[config.mk]
export PLATFORM = sky130hd
export DESIGN_NAME = memory_frontend
export DESIGN_NICKNAME = d
export VERILOG_FILES = /design/src/rtl/memory_frontend_pkg.sv /design/src/rtl/memory_frontend_lane_formatter.sv /design/src/rtl/memory_frontend.sv
export SDC_FILE = /design/constraint.sdc
export NUM_CORES = 1
export LEC_CHECK = 0
export CORE_MARGIN = 1.5
export CORE_UTILIZATION = 30
export DETAILED_ROUTE_END_ITERATION = 12
export HOLD_SLACK_MARGIN = 0.03
export PLACE_DENSITY_LB_ADDON = 0.2
export SKIP_CTS_REPAIR_TIMING = 1
export SYNTH_ARGS = -nofsm -noshare
export SYNTH_HDL_FRONTEND = slang
export SYNTH_SLANG_ARGS = --single-unit
[constraint.sdc]
create_clock -name clock -period 5.28 [get_ports clock]
set_clock_uncertainty 0.05 [all_clocks]
set_input_delay 1.056 -clock clock [delete_from_list [all_inputs] [get_ports clock]]
set_output_delay 1.056 -clock clock [all_outputs]
set_load 0.03 [all_outputs]
[src/rtl/memory_frontend_pkg.sv]
// Shared types and helpers for the memory frontend: funct3 and FSM encodings,
// lane widths, and request classification functions.
package memory_frontend_pkg;

    localparam int BYTE_W = 8;
    localparam int HALF_W = 16;
    localparam int WORD_W = 32;

    typedef enum logic [2:0] {
        FUNCT3_B  = 3'b000,
        FUNCT3_H  = 3'b001,
        FUNCT3_W  = 3'b010,
        FUNCT3_BU = 3'b100,
        FUNCT3_HU = 3'b101
    } funct3_e;

    typedef enum logic [1:0] {
        IDLE  = 2'd0,
        READ  = 2'd1,
        MERGE = 2'd2,
        WRITE = 2'd3
    } state_e;

    function automatic logic funct3_valid(input logic [2:0] f3);
        case (f3)
            FUNCT3_B, FUNCT3_H, FUNCT3_W, FUNCT3_BU, FUNCT3_HU: return 1'b1;
            default:                                           return 1'b0;
        endcase
    endfunction

    // Halfwords must sit on an even byte, words on a word boundary.
    function automatic logic is_misaligned(input logic [2:0] f3, input logic [1:0] off);
        case (f3)
            FUNCT3_H, FUNCT3_HU: return off[0];
            FUNCT3_W:            return (off != 2'b00);
            default:             return 1'b0;
        endcase
    endfunction

endpackage

[src/rtl/memory_frontend_lane_formatter.sv]
// Combinational byte-lane logic: load extraction with sign/zero extension and
// sub-word store merge into the word read from the backend.
module lane_formatter
    import memory_frontend_pkg::*;
(
    input  logic [2:0]        funct3_i,
    input  logic [1:0]        offset_i,
    input  logic [WORD_W-1:0] rdata_i,
    input  logic [WORD_W-1:0] wdata_i,
    output logic [WORD_W-1:0] load_data_o,
    output logic [WORD_W-1:0] merge_data_o
);

    logic [BYTE_W-1:0] byte_s;
    logic [HALF_W-1:0] half_s;

    // Halfword lane choice uses only offset bit 1, so low-bit misalignment is ignored.
    always_comb begin
        byte_s = rdata_i[{offset_i, 3'b000} +: BYTE_W];
        half_s = offset_i[1] ? rdata_i[WORD_W-1:HALF_W] : rdata_i[HALF_W-1:0];
    end

    always_comb begin
        load_data_o = {WORD_W{1'b0}};
        case (funct3_i)
            FUNCT3_B:  load_data_o = {{(WORD_W-BYTE_W){byte_s[BYTE_W-1]}}, byte_s};
            FUNCT3_BU: load_data_o = {{(WORD_W-BYTE_W){1'b0}}, byte_s};
            FUNCT3_H:  load_data_o = {{(WORD_W-HALF_W){half_s[HALF_W-1]}}, half_s};
            FUNCT3_HU: load_data_o = {{(WORD_W-HALF_W){1'b0}}, half_s};
            FUNCT3_W:  load_data_o = rdata_i;
            default:   load_data_o = {WORD_W{1'b0}};
        endcase
    end

    // Replace only the addressed lanes; all other lanes keep the backend value.
    always_comb begin
        merge_data_o = rdata_i;
        case (funct3_i)
            FUNCT3_B, FUNCT3_BU: merge_data_o[{offset_i, 3'b000} +: BYTE_W] = wdata_i[BYTE_W-1:0];
            FUNCT3_H, FUNCT3_HU: begin
                if (offset_i[1]) begin
                    merge_data_o[WORD_W-1:HALF_W] = wdata_i[HALF_W-1:0];
                end else begin
                    merge_data_o[HALF_W-1:0] = wdata_i[HALF_W-1:0];
                end
            end
            FUNCT3_W: merge_data_o = wdata_i;
            default:  merge_data_o = rdata_i;
        endcase
    end

endmodule

[src/rtl/memory_frontend.sv]
// Core-side load/store initiator for a word-addressed backend with 1-cycle read latency.
// Optional misalignment trap: define MEMORY_FRONTEND_MISALIGN_TRAP_EN.
module memory_frontend
    import memory_frontend_pkg::*;
#(
    parameter int BACKEND_ADDR_WIDTH = 30
) (
    input  logic                          clock,
    input  logic                          reset,
    input  logic                          reqValid,
    output logic                          reqReady,
    input  logic                          reqWrite,
    input  logic [2:0]                    reqFunct3,
    input  logic [31:0]                   reqAddress,
    input  logic [31:0]                   reqStoreData,
    output logic                          done,
    output logic [31:0]                   loadData,
    output logic                          misaligned,
    output logic [BACKEND_ADDR_WIDTH-1:0] backendAddress,
    input  logic [31:0]                   backendDataOut,
    output logic [31:0]                   backendDataIn,
    output logic                          backendWriteEnable
);

    state_e      state_q, state_d;
    logic [31:0] addr_q, addr_d;
    logic [2:0]  funct3_q, funct3_d;
    logic        write_q, write_d;
    logic [31:0] sdata_q, sdata_d;
    logic [31:0] word_q, word_d;
    logic [31:0] load_q, load_d;
    logic        done_q, done_d;
`ifdef MEMORY_FRONTEND_MISALIGN_TRAP_EN
    logic        mis_q, mis_d;
`endif

    logic        accept_s;
    logic [31:0] fmt_load_s;
    logic [31:0] fmt_merge_s;

    lane_formatter u_fmt (
        .funct3_i     (funct3_q),
        .offset_i     (addr_q[1:0]),
        .rdata_i      (backendDataOut),
        .wdata_i      (sdata_q),
        .load_data_o  (fmt_load_s),
        .merge_data_o (fmt_merge_s)
    );

    assign accept_s = reqValid & (state_q == IDLE);

    // Next-state and datapath register updates for the request FSM.
    always_comb begin
        state_d  = state_q;
        addr_d   = addr_q;
        funct3_d = funct3_q;
        write_d  = write_q;
        sdata_d  = sdata_q;
        word_d   = word_q;
        load_d   = load_q;
        done_d   = 1'b0;
`ifdef MEMORY_FRONTEND_MISALIGN_TRAP_EN
        mis_d    = 1'b0;
`endif
        case (state_q)
            IDLE: begin
                if (accept_s) begin
                    addr_d   = reqAddress;
                    funct3_d = reqFunct3;
                    write_d  = reqWrite;
                    sdata_d  = reqStoreData;
                    if (!funct3_valid(reqFunct3)) begin
                        done_d = 1'b1;
                        if (!reqWrite) begin
                            load_d = 32'h0000_0000;
                        end else begin
                            load_d = load_q;
                        end
                    end
`ifdef MEMORY_FRONTEND_MISALIGN_TRAP_EN
                    else if (is_misaligned(reqFunct3, reqAddress[1:0])) begin
                        done_d = 1'b1;
                        mis_d  = 1'b1;
                    end
`endif
                    else if (reqWrite && (reqFunct3 == FUNCT3_W)) begin
                        word_d  = reqStoreData;
                        state_d = WRITE;
                    end else begin
                        state_d = READ;
                    end
                end else begin
                    state_d = IDLE;
                end
            end
            READ: begin
                state_d = MERGE;
            end
            MERGE: begin
                if (write_q) begin
                    word_d  = fmt_merge_s;
                    state_d = WRITE;
                end else begin
                    load_d  = fmt_load_s;
                    done_d  = 1'b1;
                    state_d = IDLE;
                end
            end
            WRITE: begin
                done_d  = 1'b1;
                state_d = IDLE;
            end
            default: begin
                state_d = IDLE;
            end
        endcase
    end

    // State and datapath registers with synchronous reset.
    always_ff @(posedge clock) begin
        if (reset) begin
            state_q  <= IDLE;
            addr_q   <= 32'h0000_0000;
            funct3_q <= 3'b000;
            write_q  <= 1'b0;
            sdata_q  <= 32'h0000_0000;
            word_q   <= 32'h0000_0000;
            load_q   <= 32'h0000_0000;
            done_q   <= 1'b0;
`ifdef MEMORY_FRONTEND_MISALIGN_TRAP_EN
            mis_q    <= 1'b0;
`endif
        end else begin
            state_q  <= state_d;
            addr_q   <= addr_d;
            funct3_q <= funct3_d;
            write_q  <= write_d;
            sdata_q  <= sdata_d;
            word_q   <= word_d;
            load_q   <= load_d;
            done_q   <= done_d;
`ifdef MEMORY_FRONTEND_MISALIGN_TRAP_EN
            mis_q    <= mis_d;
`endif
        end
    end

    // The strobe is gated by reset so a write pending in the reset cycle never lands.
    assign backendWriteEnable = (state_q == WRITE) & ~reset;
    assign backendAddress     = addr_q[BACKEND_ADDR_WIDTH+1:2];
    assign backendDataIn      = word_q;
    assign reqReady           = (state_q == IDLE);
    assign done               = done_q;
    assign loadData           = load_q;
`ifdef MEMORY_FRONTEND_MISALIGN_TRAP_EN
    assign misaligned         = mis_q;
`else
    assign misaligned         = 1'b0;
`endif

endmodule

; Word-level counts from Yosys, hierarchy flattened
; Cells that the tools add are included.
[word_totals]
out_inout_bits = 98
in_bits = 103
elab_cells = 73
regBits = 135
[op_classes]
n_addsub = 1
reduce_logical = 11
n_eq_ne = 19
muxes = 28
shift = 3
bitwise = 3
[op_table]
columns = cell, count
row1 = 2-to-1 mux 32 bit, 8
row2 = one-hot mux 32 bit (5 select lines), 1
row3 = one-hot mux 32 bit (2 select lines), 2
row4 = one-hot mux 32 bit (3 select lines), 1
row5 = 2-to-1 mux 16 bit, 3
row6 = bitwise mux 32 bit, 1
row7 = variable shift 8 x 7 -> 32 bit (first input constant), 1
row8 = variable part select 32 x 6 -> 8 bit, 1
row9 = variable part select 8 x 7 -> 32 bit, 1
row10 = equality test 3 bit (second input constant), 4
row11 = AND reduction 5 bit, 2
row12 = 2-to-1 mux 2 bit, 4
row13 = != test 2 bit (second input constant), 4
row14 = one-hot mux 2 bit (4 select lines), 1
row15 = negation 5 -> 7 bit, 1
row16 = equality test 3 x 1 -> 1 bit (second input constant), 2
row17 = equality test 3 x 2 -> 1 bit (second input constant), 2
row18 = logical NOT 3 bit, 2
row19 = 2-to-1 mux 1 bit, 6
row20 = != test 2 x 1 -> 1 bit (second input constant), 3
row21 = OR reduction 5 bit, 1
row22 = equality test 2 bit (second input constant), 2
row23 = OR reduction 2 bit, 2
row24 = != test 3 x 2 -> 1 bit (second input constant), 1
row25 = 8 further kinds, 9

; Logic depth before layout (Yosys ltp)
; Gate-level depths: netlist of the first run.
[depth]
depth_word = 8
depth_mapped = 8
depth_no_buf = 7

; Cells and area by module
; Synthesis of the first run repeated with hierarchy kept, for this count alone.
[unflattened]
cells_unflattened = 825
hier_area_um2 = 6901.6
[modules_own_cells]
columns = mod, cells_per_inst, seq_area_each_um2, area_each_um2, n_inst
row1 = memory_frontend, 639, 2702.6, 5460.2, 1
row2 = lane_formatter, 186, 0.0, 1441.4, 1

; Worst setup path after synthesis of the first run
; No wires, ideal clock.
[synth_timing]
path_type = input -> output
start = input port reset
end = output port backendWriteEnable
stages = 3
required_time_ns = 4.174
arrival_ns = 2.160
setup_slack_ns = 2.014
n_path_buf = 2
cell_sequence = clkbuf_1 clkbuf_1 nor3b_1
[synth_via]
elab_chain_len = 2
[synth_lines]
columns = element, line
row1 = "start, declared", memory_frontend.sv:9  ; input logic reset,
row2 = NOT 1 bit, memory_frontend.sv:149  ; assign backendWriteEnable = (state_q == WRITE) & ~reset;
row3 = bitwise AND 1 bit, memory_frontend.sv:149
row4 = "end, declared", memory_frontend.sv:22  ; output logic backendWriteEnable
; Every way passes these cells.

; Worst setup path in the final report of the first run
; Same ends and word-level chain as after synthesis.

==> results of run 1 <==
## cells in the mapped netlist (4+ instances only)
cell,number,area (sq um)
sky130_fd_sc_hd__nand2_1,172,645.6
sky130_fd_sc_hd__dfxtp_1,135,2703
sky130_fd_sc_hd__a21oi_1,99,495.5
sky130_fd_sc_hd__o21ai_0,52,260.3
sky130_fd_sc_hd__clkbuf_1,36,135.1
sky130_fd_sc_hd__buf_4,33,247.7
sky130_fd_sc_hd__a221oi_1,29,254.0
sky130_fd_sc_hd__o2bb2ai_1,27,236.5
sky130_fd_sc_hd__a221o_1,23,230.2
sky130_fd_sc_hd__nor2_1,20,75.07
sky130_fd_sc_hd__buf_2,12,60.06
sky130_fd_sc_hd__inv_1,12,45.04
sky130_fd_sc_hd__a21o_1,9,67.56
sky130_fd_sc_hd__mux2i_1,7,70.07
sky130_fd_sc_hd__o21ai_1,6,30.03
sky130_fd_sc_hd__a2bb2oi_1,5,43.79
sky130_fd_sc_hd__ha_1,5,62.56
sky130_fd_sc_hd__a32o_1,4,40.04
## sequential cells by signal, indices dropped and copies added (netlist names)
register       flops
loadData          32
sdata_q           32
state_q            2
done               1
addr_q            32
funct3_q           3
backendDataIn     32
write_q            1
## cell families (layout without fill, tap and decap cells)
logic type / Yosys count / in the layout
buffers and inverters: 96 / 254
flip-flops: 135 / 135
multiplexers: 10 / 10
AND/OR/NAND/NOR: 214 / 214
AO/OA/AOI/OAI: 270 / 270
adder cells (fa/ha/maj): 5 / 5
other: 1 / 1
## report_power, final
group	internal [mW]	total (mW)	switching, mW
sequential	1.09	1.14	0.0553
clock	0.780	1.24	0.457
combinational	0.258	0.627	0.369
## cell type report
cell class / instances / share of cell area, %
clock inverter: 11 / 1.688
sequential: 135 / 31.16
clock buffer: 21 / 5.423
inverter: 12 / 0.5193
timing repair buffer: 210 / 23.86
tap: 265 / 3.822
multi-input combinational: 500 / 33.54
## metal layers
layer | GRT usage [%] | vias up
met4 | 7.908 | 0
met2 | 31.19 | 244
met5 | 0 | -
met1 | 27.15 | 2737
met3 | 4.890 | 33
li1 | - | 2877
## through the flow
stage	std cells	hold WS, ns	instance area (sq um)	power, mW
2_1_floorplan	731	0.3862	6097	1.532
3_3_place_gp	1122	0.3876	8058	1.790
3_5_place_dp	1122	0.3953	8058	1.790
4_1_cts	1154	0.4038	8675	3.034
5_1_grt	1154	0.4197	8675	3.131
6_report	1154	0.3986	8675	3.008
## placed cells by master, fill, tap and decap left out, types with 2 or more instances in the layout
cell and n:
sky130_fd_sc_hd__a211oi_1 3, sky130_fd_sc_hd__o21ai_1 6, sky130_fd_sc_hd__nor2_2 2, sky130_fd_sc_hd__a32o_1 4, sky130_fd_sc_hd__o211ai_1 2, sky130_fd_sc_hd__inv_1 12, sky130_fd_sc_hd__a2bb2oi_1 5, sky130_fd_sc_hd__clkbuf_16 17
sky130_fd_sc_hd__clkinv_2 3, sky130_fd_sc_hd__o2bb2ai_1 27, sky130_fd_sc_hd__o21ai_0 52, sky130_fd_sc_hd__ha_1 5, sky130_fd_sc_hd__mux2i_1 7, sky130_fd_sc_hd__a21oi_1 99, sky130_fd_sc_hd__nand2_1 171, sky130_fd_sc_hd__clkinv_4 2
sky130_fd_sc_hd__nand2b_1 3, sky130_fd_sc_hd__nor3b_1 2, sky130_fd_sc_hd__bufinv_16 3, sky130_fd_sc_hd__clkbuf_8 3, sky130_fd_sc_hd__a222oi_1 2, sky130_fd_sc_hd__clkinvlp_4 2, sky130_fd_sc_hd__a221o_1 23, sky130_fd_sc_hd__a21o_1 9
sky130_fd_sc_hd__a221oi_1 29, sky130_fd_sc_hd__mux2_2 2, sky130_fd_sc_hd__nor2_1 18, sky130_fd_sc_hd__clkdlybuf4s50_1 198, sky130_fd_sc_hd__nor3_1 3, sky130_fd_sc_hd__dfxtp_1 135, sky130_fd_sc_hd__buf_4 11
## path summary, 6_finish.rpt
check                                          end
worst max-delay path            backendWriteEnable
worst min-delay path             backendDataIn[12]
worst max register to register   backendDataIn[26]
worst min register to register   backendDataIn[12]
## worst max-delay path, stage by stage
cell and delay, ns:
sky130_fd_sc_hd__buf_2 0.26, sky130_fd_sc_hd__nor3b_1 0.29, sky130_fd_sc_hd__clkdlybuf4s50_1 0.71
==> results.txt, run 1 <==
The part of the cycle the worst path needs is 65.02%. The CTS buffer count came out at 17. By area, the combinational part of the netlist is dominated by compound AO/OA/AOI/OAI gates.

The final net count came out at 984. The startpoint of the worst setup timing path is reset. The placeable core area is 19720 sq um. The clock latency of the later-clocked register in the worst-skew pair is 0.43 ns. After synthesis, the mean cell area works out to 8.341 sq um.

The tightest min-delay check is of the register to register type. The topmost layer with routed signal wires is met4. Timing would allow up to 0.2913 GHz. The final routed wirelength across all metal layers is 21460 um. The number of levels the H-tree was split into came out at 4. The count of final max-slew check failures is 0. The die width is 145.6 um. The tree is rooted in a sky130_fd_sc_hd__clkbuf_16.

Data on the critical path is required at its endpoint by 4.17 ns. Across all register-to-register paths, the minimum setup slack is 2.65 ns. The setup TNS came out at 0 ns. In the detailed route, the total length drawn on met2 is 9721 um. The static power due to leakage came out at 3.134 nW. The clock tree buffer depth came out at 2. For this block, the via count after detailed routing is 5891. The total global routing track utilization is 20.21%. Compared with the post-synthesis result, the final layout area differs by 42.27%. Setup repair after global routing left no endpoint under its margin.

The number of flip-flops and latches in the synthesized netlist is 135. The total length of routed met3 wires is 1552 um. The die area came out at 21190 sq um. The shortest period the worst path allows came out at 3.433 ns. The instance count along the most critical hold path is 2. Max-cap violations in this run came to 0. Setup violations remaining at the end of the flow were counted as 0. The post-synthesis compound-gate area fraction came out at 29.51%. The clock slew at the register clock pins of the worst setup and hold paths is 0.06 ns. The violation count after the first detailed-route iteration is 433. The number of routed nets with antenna violations came out at 0. For this run, asynchronously set or reset flops after synthesis account for 0%. The worst setup path is of the input pin to primary output kind.

The total nets after synthesis came out at 839. The height of the die came out at 145.6 um. The average detailed-routed wire length per instance is 18.59 um. The final worst slack is 1.847 ns. The synthesized instance count is 731. Before antenna repair, the detailed router went through 5 iterations. The number of antenna violations at the first check in global routing is 0. The worst supply voltage drop on vdd is 236.5 uV. The origin of the critical flop-to-flop path is addr_q[1]. In the routed layout, each cell is associated on average with a via count of 5.105. The sequential fraction of the synthesis area came out at 44.33%. The CTS tree is done. The worst-case headroom to the max-slew limit is 31.99%. After Yosys synthesis, and, or, nand and nor cells account for 14.75% of the synthesized area. The count of flip-flops with a built-in enable after synthesis is 0.

The sequential cell area is 2703 sq um. The post-layout utilization of the core is 43.99%. The worst hold path begins at backendDataIn[12]. The global-route wire length before repair came out at 33330 um.

Pin placement for this block handled 201 I/O pins. The flow ran to the end, and the final reports show no timing, DRC or antenna violations. The global route total overflow came out at 0. Routability-driven placement finished with a final weighted congestion of 0.9499. The number of global-route vias before repair came out at 5709.

The HPWL after detailed placement is 15180 um. The slew of the pin with the lowest slew margin came out at 1.019 ns. The yosys synthesis warning count is 0. The area taken by multi-input logic gates came out at 2909 sq um. At the worst endpoint, the arrival time is 2.33 ns. Summing every instance area after synthesis gives 6097 sq um. The total DRC errors in the routed layout came out at 0. The share of synthesized cell area in full adder, half adder and majority cells is 1.026%. The number of rows in the core area is 51.

Of the total synthesized cell area, the portion taken by XOR and XNOR cells is 0%. The number of different library cells used by synthesis comes to 50. The number of sinks handled by clock tree synthesis is 135.

The number of endpoints with negative hold slack in the final report is 0. The routed length on met1 is 9657 um. The maximum number of pins on one net before global-route repair is 57. Counting cells, the worst reg-to-reg path comes to 5. The power per unit of standard cell area came out at 346.8 nW/um^2. STA classifies the critical path startpoint as an input pin. The worst-path maximum fanout came out at 24. The most used flip-flop cell after synthesis is sky130_fd_sc_hd__dfxtp_1. For this configuration, the core starts out at a cell density of 30.92%.

The post-synthesis mux area share came out at 1.888%. The number of input and output port buffers inserted came out at 199. The fraction of final layout cells sized beyond drive strength 1 is 6.974%. The count of antenna diodes in the layout came out at 0. The layout has 1948 filler cells. The worst setup slack after placement came out at 1.846 ns. The nature of the critical path endpoint is a primary output.
Power figures use the tool's default switching activity.
==> run 2, diff against run 1 <==
==> constraint.sdc (replaced) <==
create_clock -name clock -period 2.8 [get_ports clock]
set_clock_uncertainty 0.05 [all_clocks]
set_input_delay 0.56 -clock clock [delete_from_list [all_inputs] [get_ports clock]]
set_output_delay 0.56 -clock clock [all_outputs]
set_load 0.03 [all_outputs]
==> results.txt, run 2 (synthesis results as in run 1) <==
Timing analysis after detailed placement gives a worst setup slack of 0.1902 ns. The first TritonRoute pass finished after 5 iterations. The sum of buffers and inverters on the critical path is 1. The weighted congestion reported at the end of routability-driven placement is 0.9476.

The first global-routing pass estimated 32900 um of wire. The total global routing track utilization came out at 19.87%. In this run switching power makes up 28.86% of total power. The total DRC errors in the routed layout is 0. In the final layout, the multi-input gates occupy 2907 sq um. At the pin with the least slew margin, the transition time is 0.7085 ns.

The final cell area excluding filler cells is 8857 sq um. The internal reg-to-reg setup slack is 0.45 ns. The path with the worst hold slack has its endpoint at backendDataIn[15]. The critical path's largest stage delay is 0.74 ns. The worst setup path is of the register to primary output kind.

The worst-path maximum fanout is 10. The die width is 145.6 um. Across all setup checks in the final design, the least slack found is 0.3329 ns. The maximum number of pins on one net before global-route repair came out at 64. The count of final max-slew check failures came out at 0. The final routed wirelength across all metal layers is 21320 um. The global route total overflow is 0. No sink is reached through more buffers than the 2 on the longest clock path. The reported net switching power came out at 1.668 mW. The combinational fraction of design power is 21.4%. Leaving out fill and tap cells, the most frequent cell in the layout is sky130_fd_sc_hd__clkdlybuf4s50_1. The library cells used most frequently in the layout, excluding fill and tap cells, are sky130_fd_sc_hd__clkdlybuf4s50_1, sky130_fd_sc_hd__nand2_1, sky130_fd_sc_hd__dfxtp_1. The tree is rooted in a sky130_fd_sc_hd__clkbuf_16. Setup repair after global routing left no endpoint under its margin. The final net count is 1001.

The static power due to leakage came out at 3.249 nW. Along the worst hold path, the cell count comes to 2. Registers take 2703 sq um.

The worst supply voltage drop on vdd came out at 468.5 uV. The shortest period the worst path allows came out at 2.467 ns. The count of nets left with antenna violations once routing finished came out at 0. The slowest stage cell on the critical path is sky130_fd_sc_hd__clkdlybuf4s50_1.

In this run the critical register-to-register path is captured at backendDataIn[24]. The tree built by TritonCTS fans out to 135 sinks. In this run the worst hold path is classified as register to register. The average detailed-routed wire length per instance came out at 18.22 um.

For this block, the initial DRC count from the detailed router was 507. The count of antenna diodes in the layout is 0. The clock latency of the later-clocked register in the worst-skew pair is 0.42 ns. The start point of the worst hold path is backendDataIn[15]. The placement-stage cell area came out at 8230 sq um. Timing would allow up to 0.4053 GHz. STA classifies the critical path endpoint as a primary output.

The clock slew at the register clock pins of the worst setup and hold paths is 0.06 ns. Broken down by cell family, the worst path's largest delay share belongs to buffers and inverters. The critical path required time is 2.19 ns. Cells fill 44.92% of the core in the end. The area added between synthesis and finish came out at 45.27%. The CTS buffer count is 17.

STA classifies the critical path startpoint as a register. The number of rows in the core area is 51. The HPWL after detailed placement came out at 15640 um.

The number of global-route vias before repair came out at 5664. The final setup violation count is 0. Across the run, the number of max-cap violations was 0.

The completed layout was analyzed and its total power is 5.779 mW. The initial core utilization came out at 30.92%. The run finished with clean final reports. Walking the worst path, the cells encountered are nor2_1 -> clkdlybuf4s50_1. The part of the power in registers came out at 37.1%. The worst-case headroom to the max-slew limit came out at 52.77%. The power per unit of standard cell area came out at 652.5 nW/um^2. The fraction of final layout cells sized beyond drive strength 1 came out at 8.729%.

The number of vias in the routed layout is 5942. The origin of the critical flop-to-flop path is funct3_q[1]. The core region is 19720 sq um. The number of antenna violations at the first check in global routing is 0.

The height of the die is 145.6 um. The clock power share is 41.5%. The setup TNS came out at 0 ns. The CTS tree is done. Counting the fill cells in the layout gives 1948.

CTS built an H-tree with a depth of 4. The worst-case reg-to-reg path depth came out at 6. The die area is 21190 sq um. The number of top-level design ports is 201.

The worst path uses 88.11% of the clock period. The number of input and output port buffers inserted is 199. STA puts the critical path data arrival time at 1.86 ns.

The number of endpoints with negative hold slack in the final report is 0. The internal power of the cells totals 4.111 mW. The average via count per standard cell is 5.079.
-- run 2: changes by cell type in the layout (fill, tap and decap cells not counted), sizes merged --
cell	change
buf	+18
clkbuf	-2
bufinv	+1
clkdlybuf4s50	-1
clkinvlp	-1
inv	+1
-- run 2: cell type report --
| cell class | instances | share of cell area [%] |
|---|---|---|
| clock buffers | 19 | 5.114 |
| clock inverters | 12 | 1.964 |
| inverters | 12 | 0.5085 |
| multi-input cells | 500 | 32.82 |
| flip-flops and latches | 135 | 30.51 |
| well taps | 265 | 3.743 |
| repair buffers | 227 | 25.34 |
-- run 2: layer usage --
metal  up-vias  wire length, um  GRT usage, %
met3        21             1398         5.172
met4         0              379         6.429
met1      2777             9689         26.45
met5         -                0             0
li1       2920                -             -
met2       224             9848         31.31
-- run 2: power by group through the flow --
stage / clock network, mW / registers (mW) / logic (mW)
6_report: 2.40 / 2.15 / 1.24
5_1_grt: 2.54 / 2.16 / 1.33
4_1_cts: 2.44 / 2.15 / 1.24
3_5_place_dp: 0 / 2.19 / 1.24
3_3_place_gp: 0 / 2.18 / 1.24
2_1_floorplan: 0 / 2.26 / 0.628
-- run 2: worst register-to-register path: stages (launching register included) --
cell                       delay [ns]
sky130_fd_sc_hd__dfxtp_1         0.64
sky130_fd_sc_hd__nand2b_2        0.31
sky130_fd_sc_hd__nor2_1          0.15
sky130_fd_sc_hd__buf_4           0.20
sky130_fd_sc_hd__a221o_1         0.33
sky130_fd_sc_hd__a221oi_1        0.37
sky130_fd_sc_hd__o21ai_0         0.17
-- run 2: metrics by stage --
step,instances,hold WS [ns]
floorplan,731,0.3862
global placement,1139,0.3838
detailed placement,1139,0.3924
CTS,1170,0.4006
global route,1170,0.4120
finish,1170,0.3983
-- run 2: worst max-delay path by stage --
stage	startpoint	endpoint	depth (start not counted)
final	state_q[1]	reqReady	2
after CTS	state_q[1]	reqReady	2
after detailed placement	reqFunct3[0]	backendDataIn[18]	7
after floorplan	reset	backendWriteEnable	3
after global placement	reqFunct3[2]	backendDataIn[3]	7
after global routing	state_q[1]	reqReady	2
==> run 3, diff against run 2 <==
--- a/config.mk
+++ b/config.mk
@@ -5,6 +5,7 @@
 export SDC_FILE = /design/constraint.sdc
 export NUM_CORES = 1
 export LEC_CHECK = 0
+export CAP_MARGIN = 20
 export CORE_MARGIN = 1.5
 export CORE_UTILIZATION = 30
 export DETAILED_ROUTE_END_ITERATION = 12
==> results of run 3 <==
No change in the layout: final DEF, timing and power equal those of run 2.
